`src/rtl/cla_pkg.sv`:
```
// Shared elaboration-time helpers for the pipelined carry-lookahead adder.
//   calc_nstage : number of pipeline stages (ceil(groups / groups-per-stage))
//   cfg_legal   : width/group/stage-grouping legality check
package cla_pkg;

    function automatic int ceil_div(input int n, input int d);
        if (d < 1) return n;
        return (n + d - 1) / d;
    endfunction

    function automatic int calc_nstage(input int ng, input int pg);
        int r;
        r = ceil_div(ng, pg);
        return (r < 1) ? 1 : r;
    endfunction

    function automatic bit cfg_legal(input int width, input int gw, input int pg);
        if (width < 1 || gw < 1 || pg < 1) return 1'b0;
        return (width % gw) == 0;
    endfunction

endpackage

```
`src/rtl/cla_group.sv`:
```
// One GROUP_W-bit carry-lookahead group (purely combinational).
//   a, b  : operand slices
//   cin   : carry into the group's LSB
//   sum   : sum slice
//   cout  : carry out of the group's MSB
//   cmsb  : carry into the group's MSB (used for signed overflow)
module cla_group #(
    parameter int GROUP_W = 4
) (
    input  logic [GROUP_W-1:0] a,
    input  logic [GROUP_W-1:0] b,
    input  logic               cin,
    output logic [GROUP_W-1:0] sum,
    output logic               cout,
    output logic               cmsb
);

    logic [GROUP_W-1:0] g;
    logic [GROUP_W-1:0] p;
    logic [GROUP_W:0]   c;

    // Carry into bit i as a flat sum of products:
    // cin & p[0..i-1]  |  OR over j<i of g[j] & p[j+1..i-1]
    function automatic logic carry_at(input int i, input logic [GROUP_W-1:0] gg,
                                      input logic [GROUP_W-1:0] pp, input logic ci);
        logic acc;
        logic term;
        acc = ci;
        for (int j = 0; j < i; j++) acc = acc & pp[j];
        for (int j = 0; j < i; j++) begin
            term = gg[j];
            for (int k = j + 1; k < i; k++) term = term & pp[k];
            acc = acc | term;
        end
        return acc;
    endfunction

    always_comb begin
        g = a & b;
        p = a ^ b;
        c = '0;
        for (int i = 0; i <= GROUP_W; i++) c[i] = carry_at(i, g, p, cin);
    end

    assign sum  = p ^ c[GROUP_W-1:0];
    assign cout = c[GROUP_W];
    assign cmsb = c[GROUP_W-1];

endmodule

```
`src/rtl/cla_pipe_adder.sv`:
```
// Pipelined carry-lookahead adder/subtractor.
// Each stage evaluates PIPE_GROUPS lookahead groups; the upper operand slices
// ride forward in skew registers and the finished lower sum slices ride
// forward in deskew registers, so a beat's whole result leaves the last stage
// together, NSTAGE cycles after it was accepted.
//   clk, rst_n           : clock, asynchronous active-low reset
//   in_valid / in_ready  : operand beat handshake
//   in_a, in_b           : operands
//   in_cin               : carry-in (add) or borrow-in (subtract)
//   in_sub               : 1 = A - B - in_cin, 0 = A + B + in_cin
//   out_valid / out_ready: result handshake
//   out_sum, out_cout    : result and raw MSB carry (subtract: 1 = no borrow)
//   out_ovf              : signed overflow
// Handshake: a beat transfers on a rising edge where valid & ready are both 1.
// The pipeline stalls globally: when out_valid is 1 and out_ready is 0 every
// stage register holds, in_ready is 0 and the output stays stable.
module cla_pipe_adder
    import cla_pkg::*;
#(
    parameter int WIDTH       = 32,
    parameter int GROUP_W     = 4,
    parameter int PIPE_GROUPS = 2
) (
    input  logic             clk,
    input  logic             rst_n,
    input  logic             in_valid,
    output logic             in_ready,
    input  logic [WIDTH-1:0] in_a,
    input  logic [WIDTH-1:0] in_b,
    input  logic             in_cin,
    input  logic             in_sub,
    output logic             out_valid,
    input  logic             out_ready,
    output logic [WIDTH-1:0] out_sum,
    output logic             out_cout,
    output logic             out_ovf
);

    if (!cfg_legal(WIDTH, GROUP_W, PIPE_GROUPS)) begin : g_bad_cfg
        $error("cla_pipe_adder: WIDTH must be a multiple of GROUP_W and PIPE_GROUPS >= 1");
    end

    // Guarded copies keep the remaining elaboration arithmetic defined even
    // when the configuration is rejected above.
    localparam int GW     = (GROUP_W < 1) ? 1 : GROUP_W;
    localparam int PG     = (PIPE_GROUPS < 1) ? 1 : PIPE_GROUPS;
    localparam int NG     = (WIDTH / GW < 1) ? 1 : WIDTH / GW;
    localparam int NSTAGE = calc_nstage(NG, PG);

    function automatic int last_group(input int s);
        int l;
        l = (s + 1) * PG;
        if (l > NG) l = NG;
        return l - 1;
    endfunction

    // Bits of the result produced by stage s.
    function automatic logic [WIDTH-1:0] stage_mask(input int s);
        logic [WIDTH-1:0] m;
        for (int i = 0; i < WIDTH; i++) m[i] = ((i / GW) / PG) == s;
        return m;
    endfunction

    logic             advance;
    logic [WIDTH-1:0] b_eff;
    logic             cin_eff;

    // Stage registers: valid, skewed operands, partial sum, carry out.
    logic             v_q   [NSTAGE];
    logic [WIDTH-1:0] a_q   [NSTAGE];
    logic [WIDTH-1:0] b_q   [NSTAGE];
    logic [WIDTH-1:0] sum_q [NSTAGE];
    logic             c_q   [NSTAGE];
    logic             ovf_q;

    // What each stage sees at its input (previous stage or the port).
    logic             v_in   [NSTAGE];
    logic [WIDTH-1:0] a_in   [NSTAGE];
    logic [WIDTH-1:0] b_in   [NSTAGE];
    logic [WIDTH-1:0] sum_in [NSTAGE];
    logic             c_in   [NSTAGE];
    logic [WIDTH-1:0] sum_d  [NSTAGE];
    logic [NSTAGE-1:0] st_cout;

    logic [WIDTH-1:0] gsum;
    logic [NG-1:0]    gcin;
    logic [NG-1:0]    gcout;
    logic [NG-1:0]    gcmsb;

    assign advance = !v_q[NSTAGE-1] | out_ready;
    assign in_ready = advance;

    // Subtract as A + ~B + ~borrow.
    assign b_eff   = in_sub ? ~in_b : in_b;
    assign cin_eff = in_sub ? ~in_cin : in_cin;

    always_comb begin
        v_in[0]   = in_valid;
        a_in[0]   = in_a;
        b_in[0]   = b_eff;
        sum_in[0] = '0;
        c_in[0]   = cin_eff;
        for (int s = 1; s < NSTAGE; s++) begin
            v_in[s]   = v_q[s-1];
            a_in[s]   = a_q[s-1];
            b_in[s]   = b_q[s-1];
            sum_in[s] = sum_q[s-1];
            c_in[s]   = c_q[s-1];
        end
    end

    for (genvar g = 0; g < NG; g++) begin : g_grp
        // The first group of a stage takes the stage carry; the rest ripple.
        if ((g % PG) == 0) begin : g_first
            assign gcin[g] = c_in[g/PG];
        end else begin : g_chain
            assign gcin[g] = gcout[g-1];
        end

        cla_group #(.GROUP_W(GW)) u_grp (
            .a    (a_in[g/PG][g*GW +: GW]),
            .b    (b_in[g/PG][g*GW +: GW]),
            .cin  (gcin[g]),
            .sum  (gsum[g*GW +: GW]),
            .cout (gcout[g]),
            .cmsb (gcmsb[g])
        );
    end

    always_comb begin
        for (int s = 0; s < NSTAGE; s++) begin
            sum_d[s]   = (sum_in[s] & ~stage_mask(s)) | (gsum & stage_mask(s));
            st_cout[s] = gcout[last_group(s)];
        end
    end

    always_ff @(posedge clk or negedge rst_n) begin
        if (!rst_n) begin
            for (int s = 0; s < NSTAGE; s++) begin
                v_q[s]   <= 1'b0;
                a_q[s]   <= '0;
                b_q[s]   <= '0;
                sum_q[s] <= '0;
                c_q[s]   <= 1'b0;
            end
            ovf_q <= 1'b0;
        end else if (advance) begin
            for (int s = 0; s < NSTAGE; s++) begin
                v_q[s]   <= v_in[s];
                a_q[s]   <= a_in[s];
                b_q[s]   <= b_in[s];
                sum_q[s] <= sum_d[s];
                c_q[s]   <= st_cout[s];
            end
            // The MSB group always lives in the final stage.
            ovf_q <= gcmsb[NG-1] ^ gcout[NG-1];
        end
    end

    assign out_valid = v_q[NSTAGE-1];
    assign out_sum   = sum_q[NSTAGE-1];
    assign out_cout  = c_q[NSTAGE-1];
    assign out_ovf   = ovf_q;

endmodule

```
`config.mk`:
```
export PLATFORM = sky130hd
export DESIGN_NAME = cla_pipe_adder
export DESIGN_NICKNAME = d
export VERILOG_FILES = /design/src/rtl/cla_pkg.sv /design/src/rtl/cla_group.sv /design/src/rtl/cla_pipe_adder.sv
export SDC_FILE = /design/constraint.sdc
export NUM_CORES = 1
export LEC_CHECK = 0
export BUFFER_PORTS_ARGS = -buffer_cell sky130_fd_sc_hd__clkbuf_2
export CAP_MARGIN = 10
export CORE_ASPECT_RATIO = 0.8
export CORE_MARGIN = 5
export CORE_UTILIZATION = 48
export CTS_CLUSTER_DIAMETER = 60
export DETAILED_ROUTE_END_ITERATION = 16
export GPL_TIMING_DRIVEN = 0
export PLACE_DENSITY = 0.74
export SYNTH_ARGS = -nofsm -noshare
export SYNTH_HDL_FRONTEND = slang
export SYNTH_SLANG_ARGS = --single-unit
```
`constraint.sdc`:
```
create_clock -name clk -period 3.1 [get_ports clk]
set_input_delay 0.31 -clock clk [delete_from_list [all_inputs] [get_ports clk]]
set_output_delay 0.31 -clock clk [all_outputs]
set_load 0.03 [all_outputs]
```
Word level (Yosys, flattened, before mapping)
Cells that the tools add are included.
Storage, ports and cells
  register bits: 281
  input bits: 70
  logic and storage cells: 213
  output and inout port bits: 36
Operators by class
  bitwise gates (word level): 191
  mux-type cells: 2
  reduce and logical (&&, ||, !) cells: 1
Operators by type and width (number)
  OR 1 bit: 81
  bitwise AND 1 bit: 80
  XOR 4 bit: 16
  bitwise AND 4 bit: 8
  two-way mux 32 bit: 1
  NOT 32 bit: 1
  OR 24 x 32 -> 32 bit: 1
  OR 16 x 24 -> 24 bit: 1
  OR 8 x 16 -> 16 bit: 1
  logical NOT 1 bit: 1
  two-way mux 1 bit: 1
  NOT 1 bit: 1
  XOR 1 bit: 1

Longest topological paths before layout
  depth in word-level cells: 19
  gate-level depth with buffers: 12
  depth with buffers taken out: 10

By module
From an unflattened synthesis, not the netlist that was laid out.
Unflattened totals
  cell total of the unflattened synthesis: 570
  area, all modules: 9096.2 um2
By module, submodules not included
  cla_pipe_adder: times used 1, cells each 430, sequential area each 4629.4 um2, area an instance 7768.7 um2
  cla_group (g_grp[3].u_grp ...): times used 3, cells each 19, sequential area each 0.0 um2, area an instance 177.7 um2
  cla_group (g_grp[0].u_grp ...): times used 2, cells each 15, sequential area each 0.0 um2, area an instance 162.7 um2
  cla_group (g_grp[5].u_grp ...): times used 2, cells each 19, sequential area each 0.0 um2, area an instance 161.4 um2
  cla_group (g_grp[2].u_grp): times used 1, cells each 15, sequential area each 0.0 um2, area an instance 146.4 um2

Least setup slack after synthesis
Ideal clock, no wire load.
  kind: in2reg
  start: input in_sub
  end: register c_q, in the netlist c_in[2]
  path buffers: 2
  arrival time: 2.618 ns
  data required time: 2.976 ns
  cell stages on the path: 12
  setup slack: 0.358 ns
  cell sequence: buf_2 > buf_4 > xor2_1 > ha_1 > ha_1 > o211ai_1 > nand2_1 > a21o_1 > ha_1 > o211a_1 > o21a_1 > o31a_1
On the way
  word-level cells in the longest chain between the ends: 18
  elaborated cells between the ends (all ways): 34
  classes of those cells: mux: 2; bitwise: 32
RTL lines
  start: declaration: RTL line cla_pipe_adder.sv:31  | input logic in_sub,
  two-way mux 32 bit: RTL line cla_pipe_adder.sv:94  | assign b_eff = in_sub ? ~in_b : in_b;
  XOR 4 bit: RTL line cla_group.sv:40  | p = a ^ b;
  bitwise AND 1 bit (4 in series): RTL line cla_group.sv:29  | for (int j = 0; j < i; j++) acc = acc & pp[j];
  OR 1 bit (4 in series): RTL line cla_group.sv:33  | acc = acc | term;
  bitwise AND 1 bit (4 in series): RTL line cla_group.sv:29
  OR 1 bit (3 in series): RTL line cla_group.sv:33
  OR 1 bit *: RTL line cla_group.sv:33
  end signal: indexed assignment: RTL line cla_pipe_adder.sv:153  | c_q[s] <= st_cout[s];
  end: declaration: RTL line cla_pipe_adder.sv:73  | logic c_q [NSTAGE];
Mark *: on every way between the ends. The rest lies on a longest branch, timed or not.
A chain may end at the register's enable or synchronous reset.

Final worst setup path
  start: register a_q, in the netlist a_in[24]
  end: register ovf_q, in the netlist out_ovf
On the way
  word-level cells in the longest chain between the ends: 18
  elaborated cells between the ends (all ways): 25
  classes of those cells: bitwise: 25
RTL lines
  start: declaration: RTL line cla_pipe_adder.sv:70  | logic [WIDTH-1:0] a_q [NSTAGE];
  start signal: indexed assignment: RTL line cla_pipe_adder.sv:150  | a_q[s] <= a_in[s];
  XOR 4 bit: RTL line cla_group.sv:40
  bitwise AND 1 bit (4 in series): RTL line cla_group.sv:29
  OR 1 bit * (4 in series): RTL line cla_group.sv:33
  bitwise AND 1 bit * (3 in series): RTL line cla_group.sv:29
  bitwise AND 1 bit: RTL line cla_group.sv:29
  OR 1 bit (4 in series): RTL line cla_group.sv:33
  XOR 1 bit *: RTL line cla_pipe_adder.sv:156  | ovf_q <= gcmsb[NG-1] ^ gcout[NG-1];
  end signal: assignment: RTL line cla_pipe_adder.sv:156
  end: declaration: RTL line cla_pipe_adder.sv:74  | logic ovf_q;
Marked as above.

==> metrics.txt <==
status=finished clean; metal2 WL=8320 µm; CP endpoint kind=flop; wire per inst=15.66 µm; RSZ-0062 raised after global routing=no; Post-Synth XOR/XNOR Area=0.04268; cells after synthesis=894; clk_skew=0.01065 ns; Yosys cell types=35; die area=20290 µm²; crit path launch type=flop; clk sinks=185; FP Rows=43; Min-Delay Path Class=primary input to flop; peak supply drop=0.5395 mV; top sig layer=met4; Die W=158.0 µm; Ports=106; Top delay family on crit path=compound AO/OA/AOI/OAI gates; Iteration-0 DRC Markers=533; most frequent CP cell=ha_1; synthesized flop and latch total=185; fmax=380.6 MHz; Synth Warn #=0; Worst slew margin=0.5276; Clk Latency, worst-skew pair=0.43 ns; met3 wire len=1316 µm; placed wire-length estimate=14270 µm; fin crit share=0.8476; WP data required=3.47 ns; met1 WL=9715 µm; main combinational cell family by area after synthesis=simple AND/OR/NAND/NOR gates; crit-path max FO=4; DR vias/cell=5.021; largest net degree at the start of global routing=103; final hold slack=0.07301 ns; most common library cell in the layout ignoring fill and taps=nand2_1; first-pass GRT wire length=32690 µm; syn_nets=1012; pwr dens=1068 nW/µm²; global-route usage over all layers=0.2060; clock transition at the registers of the reported paths=0.06 ns; CP max stage cell=or4b_1; initial antenna violation count=0; Post-Synthesis Mean Instance Area=9.412 µm²; Synth area leader=dfrtp_1; commonest non-fill, non-tap cells in the layout=nand2_1 (411), dfrtp_1 (185), clkbuf_2 (103), ha_1 (40), buf_2 (36); mux cell area share after synthesis=0; TritonCTS clock tree=built; share of synthesized cell area in and, or, nand and nor gates=0.2122; CP max stage delay=0.52 ns; grt ovf=0; post-synthesis adder-cell area fraction=0.07851; proportion of netlist area held by the largest area contributor=0.5502; hold_buf cts=1; Post-Route WL=19660 µm; max_cap viols=0; vias in the first global route=6271; clock buffer count from CTS=17; ANT cells=0; cells along the critical path=ha_1 > ha_1 > o211ai_1 > nand2_1 > a21o_1 > ha_1 > o211a_1 > or4b_1 > nand3_1; DIE HEIGHT=128.4 µm; Setup Viol. Count Final=0; Layout area overhead=17.55%; number of vias in the routed layout=6307; compound-gate portion of the synthesized area=0.08119; fin. max-slew vios=0; filler instances=1550; share of layout cells above drive strength 1=0.1756; post-route minimum period=2.628 ns; Clock H-tree levels=4; Hold Vio Cnt, Final=0; IO buf count=104; Starting Density=0.4872; register area share after synthesis=0.5502; Leak Pwr=0.005229 µW; clock tree buffer depth=2; Post-Syn Area=8414 µm²; Root Driver=clkbuf_16; synth top area cells=dfrtp_1 (55%), nand2_1 (18%), ha_1 (5.9%), xnor2_1 (2.7%), buf_2 (2.1%); Worst Path Buf+Inv=0; Data arrival, critical path=3.00 ns; Worst Setup Path Type=flop to flop; Slew @ Worst Pin=0.7086 ns; Core Region=17270 µm²; Final GP Congestion=0.8834; Remaining DRCs=0; Final Util=0.5727; post-CTS sizing=0; post-CTS setup buffers=0; 1st-pass router iterations=4; ANT nets after route=0; Nets=1137
## final timing paths
check / from / end / slack, ns / cells after the start
setup / recovery: a_in[24] / out_ovf / 0.47 / 9
hold reg to reg: out_sum[2] / out_sum[2] / 0.47 / 2
min in group asynchronous: rst_n / b_in[78] / 0.47 / 2
setup reg to reg: a_in[24] / out_ovf / 0.47 / 9
max in group asynchronous: rst_n / out_sum[21] / 1.70 / 3
hold / removal: in_a[27] / a_in[91] / 0.07 / 3
## cells by family (layout without fill, tap and decap cells)
group	count (synthesis)	after routing
adder cells (fa/ha/maj)	48	48
buffers and inverters	61	198
XOR/XNOR	41	41
flip-flops	185	185
AO/OA/AOI/OAI	104	104
AND/OR/NAND/NOR	455	455
## power breakdown
group / leakage, µW / internal, µW / total, µW / switching (µW)
logic: 0.00271 / 1520 / 4050 / 2530
clock network: 0.000297 / 1390 / 2310 / 920
registers: 0.00222 / 3500 / 4200 / 703
## cell type report
type / instances / area, µm² / share of cell area
inverter: 16 / 60.06 / 0.006072
clock buffer: 21 / 460.4 / 0.04655
multi-input combinational: 648 / 3488 / 0.3527
sequential: 185 / 4629 / 0.4681
timing repair buffer: 106 / 566.8 / 0.05731
buffer: 45 / 236.5 / 0.02391
clock inverter: 10 / 167.7 / 0.01695
tap: 225 / 281.5 / 0.02846
## cells in the mapped netlist
| cell | n |
|---|---|
| a21oi_1 | 15 |
| o211ai_1 | 5 |
| inv_1 | 15 |
| o21ai_0 | 34 |
| a21o_1 | 8 |
| o31ai_1 | 10 |
| nand2b_1 | 2 |
| buf_6 | 1 |
| fa_1 | 8 |
| xor2_1 | 15 |
| nand4_1 | 1 |
| nor2b_4 | 1 |
| o211a_1 | 4 |
| inv_2 | 1 |
| a211oi_1 | 2 |
| clkbuf_1 | 4 |
| nor3b_1 | 1 |
| nand2_1 | 411 |
| dfrtp_1 | 185 |
| o21a_1 | 18 |
| ha_1 | 40 |
| nor2_1 | 17 |
| xnor2_1 | 26 |
| a31o_2 | 2 |
| or4b_1 | 1 |
| nor3_1 | 10 |
| and4b_1 | 3 |
| buf_4 | 4 |
| a22oi_1 | 2 |
| buf_2 | 36 |
| o31a_1 | 2 |
| a211oi_2 | 2 |
| and2_1 | 5 |
| nand3_1 | 1 |
| or3_1 | 2 |
## flip-flops by register name (all words and copies together) (netlist names)
| signal | cells |
|---|---|
| a_in | 48 |
| b_in | 48 |
| c_in | 3 |
| out_cout | 1 |
| out_ovf | 1 |
| out_sum | 32 |
| out_valid | 1 |
| sum_in | 48 |
| v_in | 3 |
## worst min-delay path, cell delays in order
cell	delay (ns)
clkbuf_2	0.08
nand2_1	0.04
nand2_1	0.05
## per-stage QoR
stage / setup WS (ns) / instance area, µm² / total power (µW) / instances / TNS [ns]
after floorplan: 0.3577 / 8414 / 6910 / 894 / 0
after global placement: -1.663 / 9216 / 8063 / 1223 / -305.75
after detailed placement: 0.08671 / 9253 / 8223 / 1224 / 0
after CTS: 0.4825 / 9891 / 10600 / 1256 / 0
after global routing: 0.3361 / 9891 / 11320 / 1256 / 0
final: 0.4723 / 9891 / 10570 / 1256 / 0
## metal layers
metal	up-vias	GRT usage
met5	-	0
met3	24	0.04270
met2	179	0.2901
met1	2983	0.3189
li1	3121	-
met4	0	0.06670
Power figures use the tool's default switching activity.
